## config.mk

```make
export PLATFORM = sky130hd
export DESIGN_NAME = whack_judge
export DESIGN_NICKNAME = d
export VERILOG_FILES = /design/src/rtl/whack_judge.sv
export SDC_FILE = /design/constraint.sdc
export NUM_CORES = 1
export LEC_CHECK = 0
export ABC_CLOCK_PERIOD_IN_PS = 2800
export BUFFER_PORTS_ARGS = -buffer_cell sky130_fd_sc_hd__buf_2
export CAP_MARGIN = 30
export CORE_AREA = 5 5 125 127
export DETAILED_ROUTE_END_ITERATION = 8
export DIE_AREA = 0 0 130 132
export GPL_TIMING_DRIVEN = 0
export PLACE_DENSITY = 0.69
export SYNTH_ARGS = -nofsm -noshare
export SYNTH_HDL_FRONTEND = slang
export SYNTH_SLANG_ARGS = --single-unit
```

## constraint.sdc

```tcl
create_clock -name clk -period 2.8 [get_ports clk]
set_input_delay 0.42 -clock clk [delete_from_list [all_inputs] [get_ports clk]]
set_output_delay 0.42 -clock clk [all_outputs]
set_load 0.05 [all_outputs]
```

## src/rtl/whack_judge.sv

```systemverilog
// -----------------------------------------------------------------------------
// whack_judge
// Player-side judge for the whack-a-mole game. Conditions the five raw push
// buttons (synchronizer + debounce + rising-edge detect), compares every press
// against the registered mole code and keeps the score, miss count and the
// game-over flag.
//
// Ports
//   clk         in   1  system clock
//   rst         in   1  synchronous, active-high reset
//   mole_pos    in   3  mole code 1..5 = holes A..E, 0/6/7 = no mole
//   btn         in   5  raw asynchronous buttons, btn[0]=A .. btn[4]=E
//   hit_pulse   out  1  one-cycle pulse per scored hit
//   miss_pulse  out  1  one-cycle pulse per scored miss
//   score_ones  out  4  BCD score units
//   score_tens  out  4  BCD score tens
//   misses      out  3  misses so far (0..MAX_MISSES)
//   game_over   out  1  level, set by the final miss, held until rst
// -----------------------------------------------------------------------------
module whack_judge #(
  parameter int SYNC_STAGES     = 2,
  parameter int DEBOUNCE_CYCLES = 1000000,
  parameter int MAX_MISSES      = 3
) (
  input  logic       clk,
  input  logic       rst,
  input  logic [2:0] mole_pos,
  input  logic [4:0] btn,
  output logic       hit_pulse,
  output logic       miss_pulse,
  output logic [3:0] score_ones,
  output logic [3:0] score_tens,
  output logic [2:0] misses,
  output logic       game_over
);

  localparam int               CNT_W      = $clog2(DEBOUNCE_CYCLES + 1);
  localparam logic [CNT_W-1:0] CNT_LAST   = CNT_W'(DEBOUNCE_CYCLES - 1);
  localparam logic [2:0]       MISS_LIMIT = 3'(MAX_MISSES);

  typedef enum logic [1:0] {
    IDLE   = 2'd0,
    ARMED  = 2'd1,
    JUDGED = 2'd2,
    OVER   = 2'd3
  } state_t;

  // Codes 1..5 name a hole; everything else means no mole is up.
  function automatic logic code_valid(input logic [2:0] code);
    return (code >= 3'd1) && (code <= 3'd5);
  endfunction

  // One-hot button expected for a mole code.
  function automatic logic [4:0] code_mask(input logic [2:0] code);
    logic [4:0] mask;
    case (code)
      3'd1:    mask = 5'b00001;
      3'd2:    mask = 5'b00010;
      3'd3:    mask = 5'b00100;
      3'd4:    mask = 5'b01000;
      3'd5:    mask = 5'b10000;
      default: mask = 5'b00000;
    endcase
    return mask;
  endfunction

  // Two-digit BCD increment that saturates at 99.
  function automatic logic [7:0] bcd_inc(input logic [7:0] bcd);
    logic [7:0] res;
    if (bcd == 8'h99) begin
      res = bcd;
    end else if (bcd[3:0] == 4'd9) begin
      res = {bcd[7:4] + 4'd1, 4'd0};
    end else begin
      res = {bcd[7:4], bcd[3:0] + 4'd1};
    end
    return res;
  endfunction

  logic [4:0]       sync_r [SYNC_STAGES];
  logic [CNT_W-1:0] cnt_r  [5];
  logic [4:0]       level_r;
  logic [4:0]       level_d_r;
  logic [4:0]       press_r;
  logic [2:0]       mole_q_r;
  logic [7:0]       score_r;
  state_t           state_r;
  state_t           state_next_s;
  state_t           base_next_s;
  logic [4:0]       synced_s;
  logic             any_press_s;
  logic             window_change_s;
  logic             hit_s;
  logic             miss_s;
  logic             last_miss_s;

  assign synced_s        = sync_r[SYNC_STAGES-1];
  assign any_press_s     = |press_r;
  assign window_change_s = (mole_pos != mole_q_r);
  assign score_ones      = score_r[3:0];
  assign score_tens      = score_r[7:4];

  // Button synchronizer chain.
  always_ff @(posedge clk) begin
    if (rst) begin
      for (int k = 0; k < SYNC_STAGES; k++) begin
        sync_r[k] <= 5'b00000;
      end
    end else begin
      sync_r[0] <= btn;
      for (int k = 1; k < SYNC_STAGES; k++) begin
        sync_r[k] <= sync_r[k-1];
      end
    end
  end

  // Debounce: a level is accepted after DEBOUNCE_CYCLES consecutive disagreeing samples.
  always_ff @(posedge clk) begin
    if (rst) begin
      level_r <= 5'b00000;
      for (int i = 0; i < 5; i++) begin
        cnt_r[i] <= '0;
      end
    end else begin
      for (int i = 0; i < 5; i++) begin
        if (synced_s[i] == level_r[i]) begin
          cnt_r[i] <= '0;
        end else if (cnt_r[i] == CNT_LAST) begin
          level_r[i] <= synced_s[i];
          cnt_r[i]   <= '0;
        end else begin
          cnt_r[i] <= cnt_r[i] + CNT_W'(1);
        end
      end
    end
  end

  // Registered rising-edge press detect and mole code register.
  always_ff @(posedge clk) begin
    if (rst) begin
      level_d_r <= 5'b00000;
      press_r   <= 5'b00000;
      mole_q_r  <= 3'd0;
    end else begin
      level_d_r <= level_r;
      press_r   <= level_r & ~level_d_r;
      mole_q_r  <= mole_pos;
    end
  end

  // FSM state register.
  always_ff @(posedge clk) begin
    if (rst) begin
      state_r <= IDLE;
    end else begin
      state_r <= state_next_s;
    end
  end

  // FSM next state and judgement. A press in the same cycle as a window
  // change is judged against the old code and suppresses the escape miss.
  always_comb begin
    base_next_s  = state_r;
    hit_s        = 1'b0;
    miss_s       = 1'b0;
    state_next_s = state_r;
    case (state_r)
      IDLE: begin
        if (any_press_s) begin
          miss_s = 1'b1;
        end else begin
          miss_s = 1'b0;
        end
      end
      ARMED: begin
        if (any_press_s) begin
          base_next_s = JUDGED;
          if (press_r == code_mask(mole_q_r)) begin
            hit_s = 1'b1;
          end else begin
            miss_s = 1'b1;
          end
        end else if (window_change_s) begin
          miss_s = 1'b1;
        end else begin
          base_next_s = ARMED;
        end
      end
      JUDGED: begin
        base_next_s = JUDGED;
      end
      OVER: begin
        base_next_s = OVER;
      end
      default: begin
        base_next_s = IDLE;
      end
    endcase

    last_miss_s = miss_s && (misses == (MISS_LIMIT - 3'd1));

    if (last_miss_s) begin
      state_next_s = OVER;
    end else if ((state_r != OVER) && window_change_s) begin
      state_next_s = code_valid(mole_pos) ? ARMED : IDLE;
    end else begin
      state_next_s = base_next_s;
    end
  end

  // Registered outputs: pulses, score, miss count and game-over flag.
  always_ff @(posedge clk) begin
    if (rst) begin
      hit_pulse  <= 1'b0;
      miss_pulse <= 1'b0;
      score_r    <= 8'h00;
      misses     <= 3'd0;
      game_over  <= 1'b0;
    end else begin
      hit_pulse  <= hit_s;
      miss_pulse <= miss_s;
      if (hit_s) begin
        score_r <= bcd_inc(score_r);
      end else begin
        score_r <= score_r;
      end
      if (miss_s) begin
        misses <= misses + 3'd1;
      end else begin
        misses <= misses;
      end
      if (last_miss_s) begin
        game_over <= 1'b1;
      end else begin
        game_over <= game_over;
      end
    end
  end

endmodule

```

## After elaboration in Yosys (flattened, before gate mapping)

Memory sizes are Yosys's and may differ from the RTL's.
Cells that the tools add are included.
W data, S select, Z words.

- $add $sub $neg: 8
- $lt $le $gt $ge: 2
- Equal/unequal tests: 25
- Multiplexer cells: 93
- Bitwise operators: 25
- Reduce and logical (&&, ||, !) cells: 14

Operators with widths:

| operator | number |
|---|---|
| $mux W20 | 15 |
| $add A20 B1 Y20 const B | 5 |
| $eq A20 B20 Y1 const B | 5 |
| $mux W1 | 66 |
| $pmux W5 S5 | 1 |
| $mux W5 | 4 |
| $or A1 B1 Y1 | 17 |
| $reduce_and A2 Y1 | 7 |
| $eq A3 B2 Y1 const B | 3 |
| $add A4 B1 Y4 const B | 2 |
| $eq A8 B8 Y1 const B | 1 |
| $mux W2 | 4 |
| $eq A3 B3 Y1 const B | 2 |
| $not A1 Y1 | 6 |
| $pmux W2 S3 | 1 |
| $and A5 B5 Y5 | 1 |
| $eq A1 B1 Y1 | 5 |
| $eq A5 B5 Y1 | 1 |
| $ne A5 B5 Y1 const B | 1 |
| $not A5 Y5 | 1 |
| $reduce_bool A5 Y1 | 1 |
| $reduce_or A5 Y1 | 1 |
| $eq A2 B2 Y1 const B | 2 |
| $eq A4 B4 Y1 const B | 1 |
| other kinds (12) | 14 |

- Flip-flop bits (word level): 34
- RAM bits: 110
- Input port bits: 10
- Output and inout bits: 14
- Logic and storage cells: 184
- Memories kept: 2

Memory list:

| name | depth | width | read ports | clocked after Yosys merged registers in | write ports | RTL line | source |
|---|---|---|---|---|---|---|---|
| cnt_r | 5 | 20 | 5 | 0 | 5 | 81 | `logic [CNT_W-1:0] cnt_r [5];` |
| sync_r | 2 | 5 | 2 | 0 | 2 | 80 | `logic [4:0] sync_r [SYNC_STAGES];` |

## Longest topological paths before layout

Gate-level depths: netlist of the first run.

- Word-level depth: 11
- Mapped depth: 8
- Gate-level depth less buffers: 7

## Worst setup path after synthesis of the first run

OpenSTA, ideal clock, no wires.

- Path kind: reg2reg
- Start point: reg score_r[5]
- End point: reg score_r[7]
- Data arrival time: 2.049 ns
- Data required time: 2.741 ns
- Path slack: 0.692 ns
- Cell stages (with the launch flop): 8
- Path buffers: 0
- Period minus slack after synthesis: 2.108 ns
- Path through: dfxtp_1 inv_1 ha_1 and3b_1 nor3b_1 nand4b_1 or4_1 nand2_1

- Cells in the longest elaborated chain, start to end: 3
- Elaborated cells between the ends (all ways): 4
- Those cells by class: add/sub (1); eq/ne (1); bitwise (1); reduce/logical (1)

Ends and longest elaborated chain:

| what | RTL line | source |
|---|---|---|
| start: declaration | 86 | `logic [7:0] score_r;` |
| start signal: assignment | 223 | `score_r <= bcd_inc(score_r);` |
| start signal: assignment | 225 | `score_r <= score_r;` |
| $eq A8 B8 Y1 | 70 | `if (bcd == 8'h99) begin` |
| $not A1 Y1 (no line) | -- |  |
| $reduce_and A3 Y1 (no line) | -- |  |

Parallel ways exist; a longest one is shown, timed or not.
A chain may end at the register's enable or synchronous reset.

==> results of run 1 <==
-- routing by layer --
metal / wire, um / vias up / part of all wire (%) / track usage [%]
li1: - / 2530 / - / -
met1: 5860 / 2342 / 47 / 19.9
met2: 5930 / 37 / 47 / 24.8
met3: 425 / 20 / 3.4 / 4.74
met4: 270 / 0 / 2.2 / 6.93
met5: 0 / - / 0 / 0
-- report_power, final --
group | leakage [nW] | total (W) | switching [W] | internal, W
clock network | 0.274 | 0.00203 | 0.000808 | 0.00123
logic | 1.44 | 0.000231 | 0.000142 | 0.0000890
registers | 1.39 | 0.00244 | 0.0000780 | 0.00236
total | 3.10 | 0.00470 | 0.00103 | 0.00367
-- how the worst min path moves through the flow --
stage	start	end	slack, ps	cells past startpoint
3_3_place_gp	level_d_r[1]$_SDFF_PP0_	press_r[1]$_SDFF_PP0_	370	1
2_1_floorplan	level_d_r[0]$_SDFF_PP0_	press_r[0]$_SDFF_PP0_	370	1
4_1_cts	btn[4]	sync_r[0][4]$_SDFF_PP0_	200	2
5_1_grt	btn[0]	sync_r[0][0]$_SDFF_PP0_	240	2
3_5_place_dp	level_d_r[3]$_SDFF_PP0_	press_r[3]$_SDFF_PP0_	380	1
6_report	btn[1]	sync_r[0][1]$_SDFF_PP0_	230	2
-- registers in the layout (all words and copies together) (netlist names) --
name	cells
level_d_r	5
press_r	5
miss_pulse	1
state_r	2
cnt_r	100
level_r	5
misses	3
hit_pulse	1
game_over	1
mole_q_r	3
sync_r	10
score_r	8
-- per-stage QoR --
stage / hold WS, ps / utilization [%] / cell area (um2) / worst slack (ps)
2_1_floorplan: 367 / - / 7430 / 692
3_3_place_gp: 373 / 54.3 / 7770 / 405
3_5_place_dp: 382 / 54.3 / 7770 / 368
4_1_cts: 203 / 58.0 / 8310 / 345
5_1_grt: 242 / 58.0 / 8310 / 146
6_report: 227 / 58.0 / 8310 / 403
-- kinds of logic (layout without fill, tap and decap cells) --
family | after synthesis | count (layout) | synth area share (%)
AOI/OAI and AO/OA | 28 | 28 | 3.12
muxes | 9 | 9 | 1.29
adders and majority gates | 9 | 9 | 1.59
xor gates and xnor gates | 98 | 98 | 12.2
and+or+nand+nor | 348 | 348 | 24.7
other | 1 | 100 | 0.0531
buffers and inverters | 35 | 89 | 2.04
DFF | 144 | 144 | 55.0
-- cell usage after synthesis, types with 2 or more instances --
| cell | number | area (um2) |
|---|---|---|
| nor2_1 | 135 | 507 |
| edfxtp_1 | 100 | 3000 |
| xor2_1 | 58 | 508 |
| dfxtp_1 | 44 | 881 |
| nand3_1 | 43 | 215 |
| nand2_1 | 42 | 158 |
| xnor2_1 | 40 | 350 |
| nor2b_1 | 31 | 194 |
| nand4_1 | 20 | 125 |
| and3_1 | 19 | 119 |
| inv_1 | 18 | 67.6 |
| clkbuf_1 | 11 | 41.3 |
| and4_1 | 9 | 78.8 |
| ha_1 | 9 | 113 |
| a21oi_1 | 8 | 40.0 |
| mux2i_1 | 8 | 80.1 |
| nor3_1 | 8 | 40.0 |
| or3_1 | 8 | 50.1 |
| nor4_1 | 7 | 43.8 |
| nor4b_1 | 7 | 61.3 |
| o21ai_0 | 7 | 35.0 |
| or4_1 | 5 | 37.5 |
| buf_2 | 4 | 20.0 |
| a31oi_1 | 3 | 18.8 |
| nand3b_1 | 3 | 22.5 |
| a211oi_1 | 2 | 15.0 |
| nand4b_1 | 2 | 17.5 |
| nor3b_1 | 2 | 15.0 |
-- critical path: stages (launching register included) --
cell and delay, ps:
edfxtp_1 460, nor4b_1 340, nand2_1 90, or4_1 600
nand2_1 310, buf_2 290, nor2_1 80
-- area by class of cell --
class,instances,area [um2]
Buffer,17,76.3
Sequential cell,144,3880
Timing Repair Buffer,22,110
Fill cell,1245,6010
Clock buffer,25,499
Clock inverter,7,36.3
Tap cell,184,230
Multi-Input combinational cell,592,3400
Inverter,18,67.6
-- cells in the final DEF (no fill, tap or decap), types with 2 or more instances in the layout --
master and n:
a211oi_1 2, a21oi_1 8, a31oi_1 3, and3_1 19
and4_1 9, buf_2 26, clkbuf_1 14, clkbuf_16 17
clkbuf_8 4, clkinv_2 6, conb_1 100, dfxtp_1 44
edfxtp_1 100, ha_1 9, inv_1 18, mux2i_1 8
nand2_1 42, nand3_1 43, nand3b_1 3, nand4_1 20
nand4b_1 2, nor2_1 135, nor2b_1 31, nor3_1 8
nor3b_1 2, nor4_1 7, nor4b_1 7, o21ai_0 7
or3_1 8, or4_1 5, xnor2_1 40, xor2_1 58
==> results.cfg, run 1 <==
[global_routing]
grt_overflow = 0
grt_usage_pct = 15.7
antenna_found_initial = 0
grt_max_degree = 17
first_global_vias = 4835
grt_pass1_wl_um = 21600

[logic_synthesis]
synth-seq-cells = 144
postSynthAreaPerCell_um2 = 10.5
synth_ff_type = edfxtp_1
ys_types = 47
synth_area_um2 = 7060
ys_warn_count = 0
yosysSeqAreaShare_pct = 55.0
synth_edf_count = 100
async_flop_share_pct = 0
syn_inst = 672

[route]
wl_per_cell_um = 12.4
first_pass_iters = 4
via_per_inst = 4.89
antenna_left = 0
vias = 4929
post-route-drc-count = 0
drt_iter0_markers = 250
routed_wl_um = 12500

[clock_network]
cts_buffers = 17
postCtsSetupBuffers = 0
clock-root-buffer = clkbuf_16
cts_buffer_depth = 2
cts_tree = yes
numClockSinks = 144
clkTransAtPathRegs_ps = 60
ctsResizeCount = 0
htree_levels = 4
ctsHoldBuffers = 0
clock_latency_ps = 420

[critical_path]
reg2regPathDepth = 6
cp.arrival_ps = 2560
timing.rr.end = cnt_r[2][16]$_SDFFCE_PN0P_
startpoint = cnt_r[2][13]$_SDFFCE_PN0P_
crit_path_start_kind = flop
cp-end-kind = flop
worstPathRequired_ps = 2970
cp-endpoint = cnt_r[2][16]$_SDFFCE_PN0P_
r2r_setup_slack_ps = 400
cp_max_fo = 10
timing_worst_setup_path_type = reg -> reg
r2r-start = cnt_r[2][13]$_SDFFCE_PN0P_

[sta]
rsz0062_at_grt = no
setup_viol = 0
worst_slew_pin_slew_ps = 614
hold_violations = 0
maxSlewHeadroom_pct = 59.1
fin_crit_sh_pct = 85.6
max_freq_ghz = 0.417
drv_slew = 0
fin_worst_skew_ps = 10.1
period_needed_ps = 2400
fin_setup_tns_ps = 0

[power_and_ir_drop]
p_per_area_nw_per_um2 = 566
total_power_w = 0.00470
ir_drop_v = 0.000460
leakage_nw = 3.10

[status]
outcome = finished clean

[place]
port_buffers = 22
dp_cells = 977
gp_congestion = 0.795
dp_hpwl_um = 9180

[floorplan]
die_h_um = 132
ios = 24
initial_core_util_pct = 49.3
dieArea_um2 = 17200
die_w_um = 130
coreArea_um2 = 14300
fp-row-count = 44

[layout]
nNetsFinal = 831
stdcell_count = 1009
drive_above_1_share_pct = 7.64
diodes = 0
area_growth_pct = 17.7

[worst_hold_path]
worstHoldPathType = in -> reg

[job]
maxCapViolCount = 0
Note: power is estimated with default switching activity, not from simulation.
==> run 2, diff against run 1 <==
- CORE_AREA: 5 5 125 127 -> 5 5 139 115
- DIE_AREA: 0 0 130 132 -> 0 0 144 120
==> results.cfg, run 2 (synthesis results as in run 1) <==
[route]
routed_wl_um = 13000
vias = 4997
drt_iter0_markers = 342
antenna_left = 0
post-route-drc-count = 0
via_per_inst = 4.93
wl_per_cell_um = 12.9
first_pass_iters = 4

[sta]
setup_viol = 0
maxSlewHeadroom_pct = 59.1
fin_setup_tns_ps = 0
fin_worst_skew_ps = 6.58
period_needed_ps = 2520
worst_slew_pin_slew_ps = 613
rsz0062_at_grt = no
fin_crit_sh_pct = 90.2
drv_slew = 0
max_freq_ghz = 0.396
hold_violations = 0

[layout]
regMostFlops = cnt_r
diodes = 0
layout_commonest_cell = nor2_1
most-common-layout-cells = 135 x nor2_1, 100 x edfxtp_1, 100 x conb_1
drive_above_1_share_pct = 8.00
largest_reg_flops = 100
area_growth_pct = 18.4
top_regs = cnt_r (100), sync_r (10), score_r (8)
nNetsFinal = 831

[global_routing]
first_global_vias = 4952
grt_pass1_wl_um = 22400
grt_overflow = 0
grt_max_degree = 17
antenna_found_initial = 0
grt_usage_pct = 16.1

[floorplan]
fp-row-count = 40
dieArea_um2 = 17300
coreArea_um2 = 14600
initial_core_util_pct = 48.5
die_w_um = 144
die_h_um = 120
ios = 24

[power_and_ir_drop]
ir_drop_v = 0.000513
total_power_w = 0.00487
p_int_w = 0.00377
leakage_nw = 3.13
power_switching_w = 0.00110
p_seq_share_pct = 50.1
combPwrFrac_pct = 4.8
clock_power_share_pct = 45.2
p_per_area_nw_per_um2 = 582
swShare_pct = 22.6

[critical_path]
timing_worst_setup_path_type = reg -> reg
cp_max_fo = 10
cp.arrival_ps = 2690
worstPathRequired_ps = 2970
cp-end-kind = flop
crit_path_start_kind = flop

[place]
dp_hpwl_um = 9340
gp_congestion = 0.826
port_buffers = 22

[clock_network]
clkTransAtPathRegs_ps = 60
cts_buffer_depth = 2
ctsResizeCount = 0
clock_latency_ps = 420
postCtsSetupBuffers = 0
htree_levels = 4
numClockSinks = 144
cts_buffers = 17
clock-root-buffer = clkbuf_16
cts_tree = yes
ctsHoldBuffers = 0

[job]
maxCapViolCount = 0

[worst_hold_path]
worstHoldPathType = in -> reg

[status]
outcome = finished clean
## run 2: cell count changes in the layout (fill, tap and decap cells not counted), sizes merged
cell,change
inv,+1
clkinv,+4
clkbuf,-6
bufinv,+1
## run 2: final timing paths
| check | startpoint | to | slack, ps | cells after the start |
|---|---|---|---|---|
| worst min register to register | level_d_r[4]$_SDFF_PP0_ | press_r[4]$_SDFF_PP0_ | 380 | 1 |
| worst max register to register | cnt_r[3][12]$_SDFFCE_PN0P_ | cnt_r[3][9]$_SDFFCE_PN0P_ | 280 | 6 |
| worst max-delay path | cnt_r[3][12]$_SDFFCE_PN0P_ | cnt_r[3][9]$_SDFFCE_PN0P_ | 280 | 6 |
| worst min-delay path | btn[3] | sync_r[0][3]$_SDFF_PP0_ | 240 | 2 |
## run 2: layout make-up
type | count | area, um2
Timing Repair Buffer | 22 | 110
Inverter | 18 | 67.6
Multi-Input combinational cell | 592 | 3400
Clock buffer | 19 | 475
Buffer | 17 | 76.3
Tap cell | 189 | 236
Fill cell | 1263 | 6200
Sequential cell | 144 | 3880
Clock inverter | 13 | 108
## run 2: through the flow
| step | setup WS, ps | instances | utilization [%] | area (um2) | hold slack [ps] |
|---|---|---|---|---|---|
| 6_report | 275 | 1014 | 57.4 | 8360 | 244 |
| 5_1_grt | 99.1 | 1014 | 57.4 | 8360 | 232 |
| 4_1_cts | 293 | 1014 | 57.4 | 8360 | 228 |
| 3_5_place_dp | 284 | 982 | 53.4 | 7780 | 374 |
| 3_3_place_gp | 387 | 982 | 53.4 | 7780 | 372 |
| 2_1_floorplan | 692 | 771 | - | 7430 | 367 |
## run 2: power groups by stage
stage / logic [W] / registers (W) / clock network [W]
after floorplan: 0.000160 / 0.00248 / 0
after detailed placement: 0.000226 / 0.00248 / 0
final: 0.000232 / 0.00244 / 0.00220
after CTS: 0.000229 / 0.00244 / 0.00225
after global routing: 0.000263 / 0.00245 / 0.00235
after global placement: 0.000221 / 0.00247 / 0
## run 2: critical path, cell delays in order, from the launching register on
cell and delay, ps:
edfxtp_1 480, nor4bb_1 360, nand2_1 80, or4_1 640, nand2_1 340, buf_2 290, nor2_1 70
## run 2: routing by layer
layer / track usage (%) / vias to the layer above / wire length (um)
met5: 0 / - / 0
met4: 5.76 / 0 / 283
met3: 4.98 / 20 / 519
met2: 24.8 / 80 / 6050
met1: 21.5 / 2361 / 6200
li1: - / 2536 / -
